### src/rtl/fan_pkg.sv
// rtl/fan_pkg.sv - shared fan FSM states, level encodings, default duties and LED map
`timescale 1ns/1ps
package fan_pkg;

  typedef enum logic [1:0] {
    FAN_OFF  = 2'd0,
    FAN_RAMP = 2'd1,
    FAN_RUN  = 2'd2
  } fan_state_e;

  localparam logic [1:0] LVL_OFF = 2'd0;
  localparam logic [1:0] LVL_1   = 2'd1;
  localparam logic [1:0] LVL_2   = 2'd2;
  localparam logic [1:0] LVL_3   = 2'd3;

  localparam logic [7:0] DUTY_L1_DEF = 8'd85;
  localparam logic [7:0] DUTY_L2_DEF = 8'd170;
  localparam logic [7:0] DUTY_L3_DEF = 8'd255;

  localparam logic [2:0] LED_OFF = 3'b000;
  localparam logic [2:0] LED_L1  = 3'b001;
  localparam logic [2:0] LED_L2  = 3'b010;
  localparam logic [2:0] LED_L3  = 3'b100;

  // One-hot front-panel encoding shared with the timer and display blocks.
  function automatic logic [2:0] level_to_led(input logic [1:0] lvl);
    case (lvl)
      LVL_1:   return LED_L1;
      LVL_2:   return LED_L2;
      LVL_3:   return LED_L3;
      default: return LED_OFF;
    endcase
  endfunction

endpackage

### src/rtl/fan_pwm_gen.sv
// rtl/fan_pwm_gen.sv - 8-bit PWM with prescaler, period strobe and boundary-latched duty
`timescale 1ns/1ps
module fan_pwm_gen #(
  parameter int PWM_DIV = 40
) (
  input  logic       clk,
  input  logic       reset_n,
  input  logic [7:0] i_duty_req,
  output logic       o_boundary,
  output logic [7:0] o_duty,
  output logic       o_pwm
);

  localparam int PW = (PWM_DIV > 1) ? $clog2(PWM_DIV) : 1;
  localparam logic [PW-1:0] PRE_LAST = PW'(PWM_DIV - 1);

  logic [PW-1:0] r_pre;
  logic [7:0]    r_pwm_cnt;
  logic [7:0]    r_duty;
  logic          r_pwm;
  logic          w_tick;

  assign w_tick     = (r_pre == PRE_LAST);
  assign o_boundary = w_tick && (r_pwm_cnt == 8'hFF);
  assign o_duty     = r_duty;
  assign o_pwm      = r_pwm;

  // Counters advance every tick; duty only moves at the period boundary so no runt pulse is possible.
  always_ff @(posedge clk or negedge reset_n) begin
    if (!reset_n) begin
      r_pre     <= '0;
      r_pwm_cnt <= 8'd0;
      r_duty    <= 8'd0;
      r_pwm     <= 1'b0;
    end else begin
      r_pre <= w_tick ? '0 : r_pre + PW'(1);
      if (w_tick) begin
        r_pwm_cnt <= r_pwm_cnt + 8'd1;
      end
      if (o_boundary) begin
        r_duty <= i_duty_req;
      end
      r_pwm <= (r_duty == 8'hFF) || (r_pwm_cnt < r_duty);
    end
  end

endmodule

### src/rtl/fan_speed_cntr.sv
// rtl/fan_speed_cntr.sv - fan speed FSM with optional soft-start ramp (macro SOFT_START_EN)
`timescale 1ns/1ps
module fan_speed_cntr
  import fan_pkg::*;
#(
  parameter int         PWM_DIV      = 40,
  parameter int         RAMP_PERIODS = 4,
  parameter logic [7:0] DUTY_L1      = DUTY_L1_DEF,
  parameter logic [7:0] DUTY_L2      = DUTY_L2_DEF,
  parameter logic [7:0] DUTY_L3      = DUTY_L3_DEF
) (
  input  logic       clk,
  input  logic       reset_n,
  input  logic       btn_speed,
  input  logic       btn_off,
  input  logic       timeout,
  output logic       state,
  output logic       pwm_out,
  output logic [7:0] duty,
  output logic [2:0] speed_led
);

  fan_state_e r_fsm;
  fan_state_e w_fsm_nxt;
  logic [1:0] r_level;
  logic [1:0] w_level_nxt;
  logic       r_timeout_q;
  logic       w_stop;
  logic       w_boundary;
  logic [7:0] w_target;
  logic [7:0] w_duty_req;

  // Only a falling edge of timeout stops the fan; a level stuck low never blocks a restart.
  assign w_stop    = btn_off | (r_timeout_q & ~timeout);
  assign state     = (r_fsm != FAN_OFF);
  assign speed_led = level_to_led(r_level);

  // Duty target for the current level.
  always_comb begin
    w_target = 8'd0;
    case (r_level)
      LVL_1:   w_target = DUTY_L1;
      LVL_2:   w_target = DUTY_L2;
      LVL_3:   w_target = DUTY_L3;
      default: w_target = 8'd0;
    endcase
  end

`ifdef SOFT_START_EN
  localparam int RW = (RAMP_PERIODS > 1) ? $clog2(RAMP_PERIODS) : 1;
  localparam logic [RW-1:0] RAMP_LAST = RW'(RAMP_PERIODS - 1);
  localparam fan_state_e ENTRY_STATE = FAN_RAMP;

  logic [RW-1:0] r_ramp_cnt;
  logic          w_ramp_step;

  assign w_ramp_step = (r_ramp_cnt == RAMP_LAST);

  // Ramp counter counts period boundaries while ramping; cleared whenever the fan goes off.
  always_ff @(posedge clk or negedge reset_n) begin
    if (!reset_n) begin
      r_ramp_cnt <= '0;
    end else if (w_fsm_nxt == FAN_OFF) begin
      r_ramp_cnt <= '0;
    end else if ((r_fsm == FAN_RAMP) && w_boundary) begin
      r_ramp_cnt <= w_ramp_step ? '0 : r_ramp_cnt + RW'(1);
    end
  end
`else
  localparam fan_state_e ENTRY_STATE = FAN_RUN;

  logic w_unused_boundary;
  assign w_unused_boundary = w_boundary;
`endif

  // Next state, level and the duty offered to the PWM for the next boundary.
  always_comb begin
    w_fsm_nxt   = r_fsm;
    w_level_nxt = r_level;
    w_duty_req  = duty;
    case (r_fsm)
      FAN_OFF: w_duty_req = 8'd0;
`ifdef SOFT_START_EN
      FAN_RAMP: begin
        if (duty >= w_target) begin
          w_duty_req = w_target;
        end else if (w_ramp_step) begin
          w_duty_req = duty + 8'd1;
        end
        if (w_boundary && (duty == w_target)) begin
          w_fsm_nxt = FAN_RUN;
        end
      end
`endif
      FAN_RUN: w_duty_req = w_target;
      default: begin
        w_fsm_nxt   = FAN_OFF;
        w_level_nxt = LVL_OFF;
        w_duty_req  = 8'd0;
      end
    endcase
    // Level changes take effect now; the new target reaches duty from the following boundary.
    if (w_stop) begin
      w_fsm_nxt   = FAN_OFF;
      w_level_nxt = LVL_OFF;
    end else if (btn_speed) begin
      if (r_level == LVL_3) begin
        w_fsm_nxt   = FAN_OFF;
        w_level_nxt = LVL_OFF;
      end else begin
        w_fsm_nxt   = ENTRY_STATE;
        w_level_nxt = r_level + 2'd1;
      end
    end
  end

  // FSM, level and timeout edge registers.
  always_ff @(posedge clk or negedge reset_n) begin
    if (!reset_n) begin
      r_fsm       <= FAN_OFF;
      r_level     <= LVL_OFF;
      r_timeout_q <= 1'b1;
    end else begin
      r_fsm       <= w_fsm_nxt;
      r_level     <= w_level_nxt;
      r_timeout_q <= timeout;
    end
  end

  fan_pwm_gen #(
    .PWM_DIV (PWM_DIV)
  ) u_pwm (
    .clk        (clk),
    .reset_n    (reset_n),
    .i_duty_req (w_duty_req),
    .o_boundary (w_boundary),
    .o_duty     (duty),
    .o_pwm      (pwm_out)
  );

endmodule

### config.mk
export PLATFORM = sky130hd
export DESIGN_NAME = fan_speed_cntr
export DESIGN_NICKNAME = d
export VERILOG_FILES = /design/src/rtl/fan_pkg.sv /design/src/rtl/fan_pwm_gen.sv /design/src/rtl/fan_speed_cntr.sv
export SDC_FILE = /design/constraint.sdc
export NUM_CORES = 1
export LEC_CHECK = 0
export BUFFER_PORTS_ARGS = -buffer_cell sky130_fd_sc_hd__buf_2
export CAP_MARGIN = 20
export CORE_MARGIN = 3
export CORE_UTILIZATION = 49
export DETAILED_ROUTE_END_ITERATION = 8
export PLACE_DENSITY = 0.74
export SYNTH_ARGS = -nofsm -noshare
export SYNTH_HDL_FRONTEND = slang
export SYNTH_SLANG_ARGS = --single-unit
### constraint.sdc
create_clock -name clk -period 1.4 [get_ports clk]
set_input_delay 0.14 -clock clk [delete_from_list [all_inputs] [get_ports clk]]
set_output_delay 0.14 -clock clk [all_outputs]
set_load 0.01 [all_outputs]
==> impl_metrics.json, run 1 <==
{
  "power.leakage_uw": 0.000746,
  "clk_pin_slew_worst_paths_ns": 0.11,
  "min_period_over_period_pct": 102,
  "final_area_um2": 1430,
  "ys_types": 28,
  "n_fill_cell": 182,
  "instances_no_fill": 160,
  "ios": 18,
  "postRouteAntennaNets": 0,
  "grt_max_degree": 22,
  "grt_util_met3_pct": 5.72,
  "powerDensity_nw_per_um2": 674,
  "wirelength_um": 2120,
  "hold_path.class": "input pin to flip-flop",
  "avgSynthCellArea_um2": 11.2,
  "die_area_um2": 3000,
  "cp.arrival_ns": 1.64,
  "busiest_layer": "met2",
  "rsz0062_at_grt": "yes",
  "antenna_found_initial": 0,
  "cts_max_level": 1,
  "tightest_slew_ns": 0.466,
  "die_w_um": 54.7,
  "violations": "setup timing",
  "period_needed_ns": 1.43,
  "cts_sinks": 21,
  "antenna_cells": 0,
  "required_ns": 1.61,
  "vias": 856,
  "cts-root-buf": "clkbuf_4",
  "fmax_ghz": 0.698,
  "finalMaxSlewViolations": 0,
  "use_met1_pct": 17.2,
  "path_buf_inv": 1,
  "synth_top_cell_by_area": "dfrtp_1",
  "fin_nets": 152,
  "critPathMaxFanout": 4,
  "syn_inst": 104,
  "yosys-top-cells-count": "dfrtp_1, ha_1, xnor2_1",
  "drive_gt1_share_pct": 35.6,
  "slew_headroom_pct": 68.9,
  "dp_hpwl_um": 1560,
  "status": "finished, violations left",
  "synth_area_leaders": "dfrtp_1, ha_1, xnor2_1, buf_4, mux2i_1",
  "die_h_um": 54.7,
  "setup_slack_ns": -0.0335,
  "grt_pass1_wl_um": 3540,
  "multi_input_area_um2": 617,
  "start_util_pct": 52.1,
  "place.gp.congestion": 0.829,
  "yosys.area.top_type_share_pct": 43.0,
  "wl_per_cell_um": 13.2,
  "clkLatencyLatePin_ns": 0.31,
  "path_class": "flip-flop to flip-flop",
  "met2_usage_pct": 30.3,
  "ys_async_sr_fraction_pct": 100,
  "yosys.cell_count.top_type": "dfrtp_1",
  "ys_seq_elements": 21,
  "cp-end-kind": "flip-flop",
  "fin_tns_setup_ns": -0.0335,
  "synth_nets": 123,
  "drc_errors": 0,
  "cp_top_family": "compound AO/OA/AOI/OAI gates",
  "coreArea_um2": 2230,
  "numPortBuffers": 17,
  "cts_tree": "yes",
  "area_growth_pct": 23.0,
  "path_cells": "inv_4, ha_4, o21a_1, o21ai_1, a21oi_1, o311ai_1",
  "critPathSlowestCell": "dfrtp_2",
  "yosys_warnings": 0,
  "grt_overflow": 0,
  "cts_buffer_depth": 2,
  "startpoint_type": "flip-flop",
  "fin_skew_ns": 0.00726,
  "max_stage_delay_ns": 0.44,
  "setup_viol": 1,
  "placed_cell_area_um2": 1320,
  "ys_seq_area_share_pct": 45.3,
  "synth_top_flop_cell": "dfrtp_1",
  "dr.pass1.iters": 4,
  "hold_viol": 0,
  "max_cap_viol_count": 0,
  "fin_total_pwr_uw": 964,
  "cts_buffers": 3,
  "grtUsageTotal_pct": 16.7,
  "grt_pass1_vias": 855,
  "dp_cells": 151,
  "synthesis.area_um2": 1160,
  "synth-edff-count": 0,
  "regArea_um2": 529,
  "vias_per_cell": 5.35,
  "drt_iter0_markers": 10,
  "floorplan.rows": 17,
  "vdd_ir_drop_max_uv": 746
}
path summary, 6_finish.rpt:
path | from | endpoint | slack [ns] | cells after the start
worst max-delay path | u_pwm.o_duty[6] | u_pwm.o_pwm | -0.03 | 6
worst min-delay path | btn_off | r_fsm[1] | 0.11 | 3
worst max register to register | u_pwm.o_duty[6] | u_pwm.o_pwm | -0.03 | 6
worst min register to register | u_pwm.r_pre[4] | u_pwm.r_pre[4] | 0.52 | 1
max in group asynchronous | reset_n | r_timeout_q | 0.73 | 2
min in group asynchronous | reset_n | u_pwm.o_pwm | 0.31 | 2
tightest hold or removal path, cell delays in order:
cell	delay (ns)
buf_2	0.08
a21o_1	0.11
a21oi_1	0.05
placed cells by master, fill, tap and decap left out, types with 4 or more instances in the layout:
cell type,count
inv_1,4
buf_2,17
nand2_1,4
buf_4,11
nand4_1,4
mux2i_1,4
dfrtp_1,18
nand3_1,5
xnor2_1,7
nor2_1,5
ha_1,11
registers in the layout, indices dropped and copies added (netlist names):
signal,cells
r_fsm,1
r_level,2
r_timeout_q,1
u_pwm.o_duty,2
u_pwm.o_pwm,1
u_pwm.r_pre,6
u_pwm.r_pwm_cnt,8
through the flow:
stage / utilization, % / hold WS, ns / worst slack (ns)
final: 64.1 / 0.106 / -0.0335
after global routing: 64.1 / 0.109 / -0.113
after CTS: 62.9 / 0.0912 / -0.0233
after detailed placement: 59.2 / 0.120 / -0.0759
after global placement: 59.2 / 0.118 / -0.0383
after floorplan: - / -0.156 / -0.00373
cells by family (layout without fill, tap and decap cells):
| family | after synthesis | after routing | share of synthesized area, % |
|---|---|---|---|
| flip-flops | 21 | 21 | 45.3 |
| XOR/XNOR | 10 | 10 | 7.53 |
| AO/OA/AOI/OAI | 12 | 12 | 6.45 |
| AND/OR/NAND/NOR | 28 | 28 | 13.5 |
| buffers and inverters | 13 | 41 | 6.77 |
| multiplexers | 6 | 6 | 5.38 |
| adder cells (fa/ha/maj) | 14 | 14 | 15.1 |
layer usage:
layer / vias up / wire length [µm]
met3: 4 / 116
met1: 416 / 858
met4: 0 / 26
li1: 412 / -
met5: - / 0
met2: 24 / 1110
final cells by class:
| cell class | count | area share [%] |
|---|---|---|
| tap | 28 | 2.45 |
| multi-input combinational | 70 | 43.1 |
| sequential | 21 | 37.0 |
| timing repair buffer | 31 | 13.9 |
| inverter | 6 | 1.75 |
| clock buffer | 4 | 1.84 |
power breakdown:
part | internal, µW | switching (µW) | total, µW | leakage, µW
clock network | 111 | 180 | 292 | 0.0000150
registers | 614 | 5.24 | 619 | 0.000270
logic | 22.4 | 31.5 | 53.8 | 0.000460
timing repair:
action,4_1_cts,5_1_grt
hold endpoints to repair,21,0
pin swaps,4,0
resized for setup,4,3
setup buffers,2,1
hold buffers,2,0
endpoints found under the setup margin,4,11
No activity file was read; power rests on OpenSTA's default activity.
==> run 2: changes to the inputs <==
- PLACE_DENSITY: 0.74 -> 0.75
==> impl_metrics.json, run 2 (synthesized netlist as in run 1, its figures left out) <==
{
  "status": "finished, final reports clean",
  "combinationalPowerShare_pct": 5.7,
  "cp-end-kind": "flip-flop",
  "cts_sinks": 21,
  "vias_per_cell": 5.16,
  "place.gp.congestion": 0.843,
  "cts_tree": "yes",
  "critPathMaxFanout": 4,
  "finalMaxSlewViolations": 0,
  "postRouteAntennaNets": 0,
  "cts_max_level": 1,
  "wl_per_cell_um": 13.0,
  "dp_cells": 151,
  "whs_ns": 0.133,
  "period_needed_ns": 1.40,
  "grt_overflow": 0,
  "dp_hpwl_um": 1600,
  "fin_nets": 153,
  "busiest_layer": "met2",
  "clkLatencyLatePin_ns": 0.30,
  "cts_buffer_depth": 2,
  "instances_no_fill": 161,
  "antenna_cells": 0,
  "largest_register": "u_pwm.r_pwm_cnt",
  "powerDensity_nw_per_um2": 659,
  "min_period_over_period_pct": 99.8,
  "pre_cts_ws_ns": -0.101,
  "wirelength_um": 2090,
  "p_clk_share_pct": 29.5,
  "fin_skew_ns": 0.00654,
  "coreArea_um2": 2230,
  "floorplan.rows": 17,
  "start_util_pct": 52.1,
  "final_cell_mix": "dfrtp_1, buf_2, buf_4",
  "antenna_found_initial": 0,
  "grt_pass1_vias": 823,
  "drive_gt1_share_pct": 36.8,
  "die_h_um": 54.7,
  "vias": 831,
  "setup_viol": 0,
  "drc_errors": 0,
  "seqPwrFrac_pct": 64.7,
  "die_area_um2": 3000,
  "top_regs": "u_pwm.r_pwm_cnt: 8 flops, u_pwm.r_pre: 6 flops",
  "dr.pass1.iters": 4,
  "startpoint_type": "flip-flop",
  "largest_register_ffs": 8,
  "p_switching_uw": 209,
  "layout_commonest_cell": "dfrtp_1",
  "required_ns": 1.60,
  "power.leakage_uw": 0.000753,
  "hold_path.class": "input pin to flip-flop",
  "path_class": "flip-flop to flip-flop",
  "reg2reg_slack_ns": 0.003,
  "max_cap_viol_count": 0,
  "tightest_slew_ns": 0.472,
  "ios": 18,
  "cts_buffers": 3,
  "grt_pass1_wl_um": 3460,
  "placed_cell_area_um2": 1320,
  "die_w_um": 54.7,
  "grt_util_met3_pct": 3.27,
  "final_area_um2": 1450,
  "use_met1_pct": 16.5,
  "setup_slack_ns": 0.00292,
  "slew_headroom_pct": 68.5,
  "met2_usage_pct": 32.1,
  "clk_pin_slew_worst_paths_ns": 0.10,
  "netSwitchingFraction_pct": 21.8,
  "fmax_ghz": 0.716,
  "vdd_ir_drop_max_uv": 639,
  "numPortBuffers": 17,
  "cp.arrival_ns": 1.59,
  "p_int_uw": 747,
  "drt_iter0_markers": 12,
  "area_growth_pct": 24.6,
  "hold_viol": 0,
  "grt_max_degree": 22,
  "rsz0062_at_grt": "yes",
  "cts-root-buf": "clkbuf_4",
  "grtUsageTotal_pct": 16.5
}
[run 2: changes by cell type in the layout (fill, tap and decap cells not counted), sizes merged]
cell  before  now
buf       29   30
[run 2: path summary, 6_finish.rpt]
| path | from | endpoint | cells after the start |
|---|---|---|---|
| min | btn_off | r_level[0] | 3 |
| min in group asynchronous | reset_n | u_pwm.r_pwm_cnt[5] | 2 |
| max in group asynchronous | reset_n | r_timeout_q | 2 |
| max | u_pwm.o_duty[6] | u_pwm.o_pwm | 6 |
| min reg2reg | u_pwm.r_pwm_cnt[5] | u_pwm.r_pwm_cnt[5] | 1 |
| max reg2reg | u_pwm.o_duty[6] | u_pwm.o_pwm | 6 |
[run 2: per-layer routing]
layer	routed length [µm]	vias up
li1	-	414
met1	863	393
met2	1100	19
met3	84	5
met4	36	0
met5	0	-
[run 2: power by group through the flow]
stage	clock (µW)	combinational (µW)	sequential, µW
CTS	300	56.8	619
floorplan	0	23.0	631
detailed placement	0	52.3	631
finish	282	54.7	619
global route	320	61.8	620
global placement	0	48.7	630
[run 2: critical path, cell delays in order, from the launching register on]
cell and delay (ns):
dfrtp_2 0.43, inv_4 0.08, ha_4 0.19, o21a_1 0.18, o21ai_1 0.13, a21oi_1 0.06
o311ai_1 0.24
[run 2: layout make-up]
| class | count | area (µm²) |
|---|---|---|
| multi-input combinational | 70 | 629 |
| tap | 28 | 35.0 |
| sequential | 21 | 529 |
| timing repair buffer | 32 | 203 |
| clock buffer | 4 | 26.3 |
| inverter | 6 | 27.5 |
| fill | 183 | 783 |
[run 2: stage by stage]
| step | utilization, % | power [µW] | setup TNS, ns |
|---|---|---|---|
| after global routing | 64.9 | 1000 | -0.510 |
| after floorplan | - | 654 | -0.00373 |
| after global placement | 59.2 | 679 | -0.0417 |
| after CTS | 64.4 | 976 | -0.0167 |
| final | 64.9 | 956 | 0 |
| after detailed placement | 59.2 | 683 | -0.101 |
[run 2: what timing repair did]
action / in CTS / in global routing
cloned: 0 / 0
hold endpoints to repair: 21 / 0
setup endpoints to repair: 4 / 10
pin swaps: 6 / 0
buffers inserted: 3 / 1
hold buffers: 2 / 0
gates resized for setup: 7 / 1
==> run 3: changes to the inputs <==
- CORE_ASPECT_RATIO: default -> 1.1
==> impl_metrics.json, run 3 (synthesized netlist as in run 1, its figures left out) <==
{
  "status": "finished, violations left",
  "violations": "setup timing",
  "fin_skew_ns": 0.00568,
  "cts_max_level": 1,
  "required_ns": 1.60,
  "die_h_um": 57.1,
  "dp_cells": 152,
  "cts_tree": "yes",
  "grt_pass1_wl_um": 3790,
  "drc_errors": 0,
  "rsz0062_at_grt": "yes",
  "cts_sinks": 21,
  "grtUsageTotal_pct": 16.6,
  "largest_register_ffs": 8,
  "wl_per_cell_um": 13.6,
  "period_needed_ns": 1.40,
  "cts-root-buf": "clkbuf_4",
  "top_regs": "u_pwm.r_pwm_cnt: 8 flops, u_pwm.r_pre: 6 flops",
  "fin_nets": 155,
  "largest_register": "u_pwm.r_pwm_cnt",
  "final_cell_mix": "dfrtp_1, buf_2, buf_4",
  "vias": 826,
  "slew_headroom_pct": 68.5,
  "max_cap_viol_count": 0,
  "floorplan.rows": 17,
  "multi_input_area_um2": 638,
  "path_class": "flip-flop to flip-flop",
  "antenna_cells": 0,
  "placed_cell_area_um2": 1330,
  "clk_pin_slew_worst_paths_ns": 0.12,
  "grt_overflow": 0,
  "cts_buffer_depth": 2,
  "hold_viol": 0,
  "numPortBuffers": 17,
  "area_growth_pct": 27.1,
  "vias_per_cell": 5.07,
  "n_fill_cell": 173,
  "drt_iter0_markers": 7,
  "setup_viol": 1,
  "regArea_um2": 529,
  "die_area_um2": 3000,
  "finalMaxSlewViolations": 0,
  "place.gp.congestion": 0.846,
  "instances_no_fill": 163,
  "dp_hpwl_um": 1590,
  "die_w_um": 52.5,
  "power.leakage_uw": 0.000763,
  "hold_path.class": "input pin to flip-flop",
  "critPathMaxFanout": 9,
  "clkLatencyLatePin_ns": 0.30,
  "grt_max_degree": 22,
  "dr.pass1.iters": 2,
  "layout_commonest_cell": "dfrtp_1",
  "cp.arrival_ns": 1.60,
  "setup_slack_ns": -0.00477,
  "start_util_pct": 54.7,
  "startpoint_type": "flip-flop",
  "antenna_found_initial": 0,
  "wirelength_um": 2210,
  "drive_gt1_share_pct": 38.5,
  "final_area_um2": 1480,
  "ios": 18,
  "powerDensity_nw_per_um2": 649,
  "tightest_slew_ns": 0.472,
  "grt_pass1_vias": 898,
  "cts_buffers": 3,
  "cp-end-kind": "flip-flop",
  "fmax_ghz": 0.712,
  "whs_ns": 0.0906,
  "vdd_ir_drop_max_uv": 699,
  "coreArea_um2": 2130,
  "min_period_over_period_pct": 100,
  "postRouteAntennaNets": 0
}
-- run 3: cell types whose count changed in the layout (fill, tap and decap cells not counted), sizes merged --
cell	delta
clkbuf	-1
buf	+2
clkinv	+1
-- run 3: timing repair --
| item | in CTS | in global routing |
|---|---|---|
| pin swaps | 1 | 2 |
| endpoints found under the setup margin | 6 | 11 |
| resized for setup | 2 | 7 |
| hold endpoints to repair | 21 | 0 |
| buffers inserted | 1 | 4 |
| hold buffers | 2 | 0 |
-- run 3: power by group --
part	switching [µW]	internal (µW)
registers	5.36	614
clock network	182	106
logic	30.4	22.2
total	218	742
-- run 3: final cells by class --
class | instances | share of cell area, %
clock buffers | 3 | 1.52
clock inverters | 1 | 0.338
inverters | 6 | 1.86
multi-input cells | 70 | 43.1
flip-flops and latches | 21 | 35.8
well taps | 28 | 2.37
repair buffers | 34 | 15.0
-- run 3: path summary, 6_finish.rpt --
path / endpoint / cells past startpoint / from / slack (ns)
min in group asynchronous: u_pwm.o_pwm / 2 / reset_n / 0.31
max in group asynchronous: r_timeout_q / 2 / reset_n / 0.75
worst max register to register: u_pwm.r_pwm_cnt[1] / 5 / u_pwm.r_pre[1] / -0.005
worst min register to register: u_pwm.r_pwm_cnt[5] / 1 / u_pwm.r_pwm_cnt[5] / 0.51
worst max-delay path: u_pwm.r_pwm_cnt[1] / 5 / u_pwm.r_pre[1] / -0.005
worst min-delay path: r_level[0] / 3 / btn_off / 0.09
-- run 3: routing by layer --
layer	global-route usage [%]	vias to the layer above	routed length, µm	share of wire (%)
li1	-	419	-	-
met5	0	-	0	0
met2	30.1	15	1190	54
met4	6.57	0	29	1.3
met1	18.5	388	928	42
met3	3.39	4	66	3.0
-- run 3: critical path, stage by stage, from the launching register on --
cell      delay, ns
dfrtp_1        0.41
ha_4           0.17
nand3b_4       0.08
nor3b_2        0.18
buf_6          0.16
mux2_4         0.30
-- run 3: metrics by stage --
step / power (µW) / TNS, ns / worst slack (ns) / utilization [%]
final: 960 / -0.00477 / -0.00477 / 69.5
after global routing: 1000 / -0.546 / -0.0722 / 69.5
after CTS: 972 / -0.0374 / -0.0336 / 65.4
after detailed placement: 681 / -0.151 / -0.0604 / 62.5
after global placement: 679 / -0.0261 / -0.0261 / 62.5
after floorplan: 654 / -0.00373 / -0.00373 / -
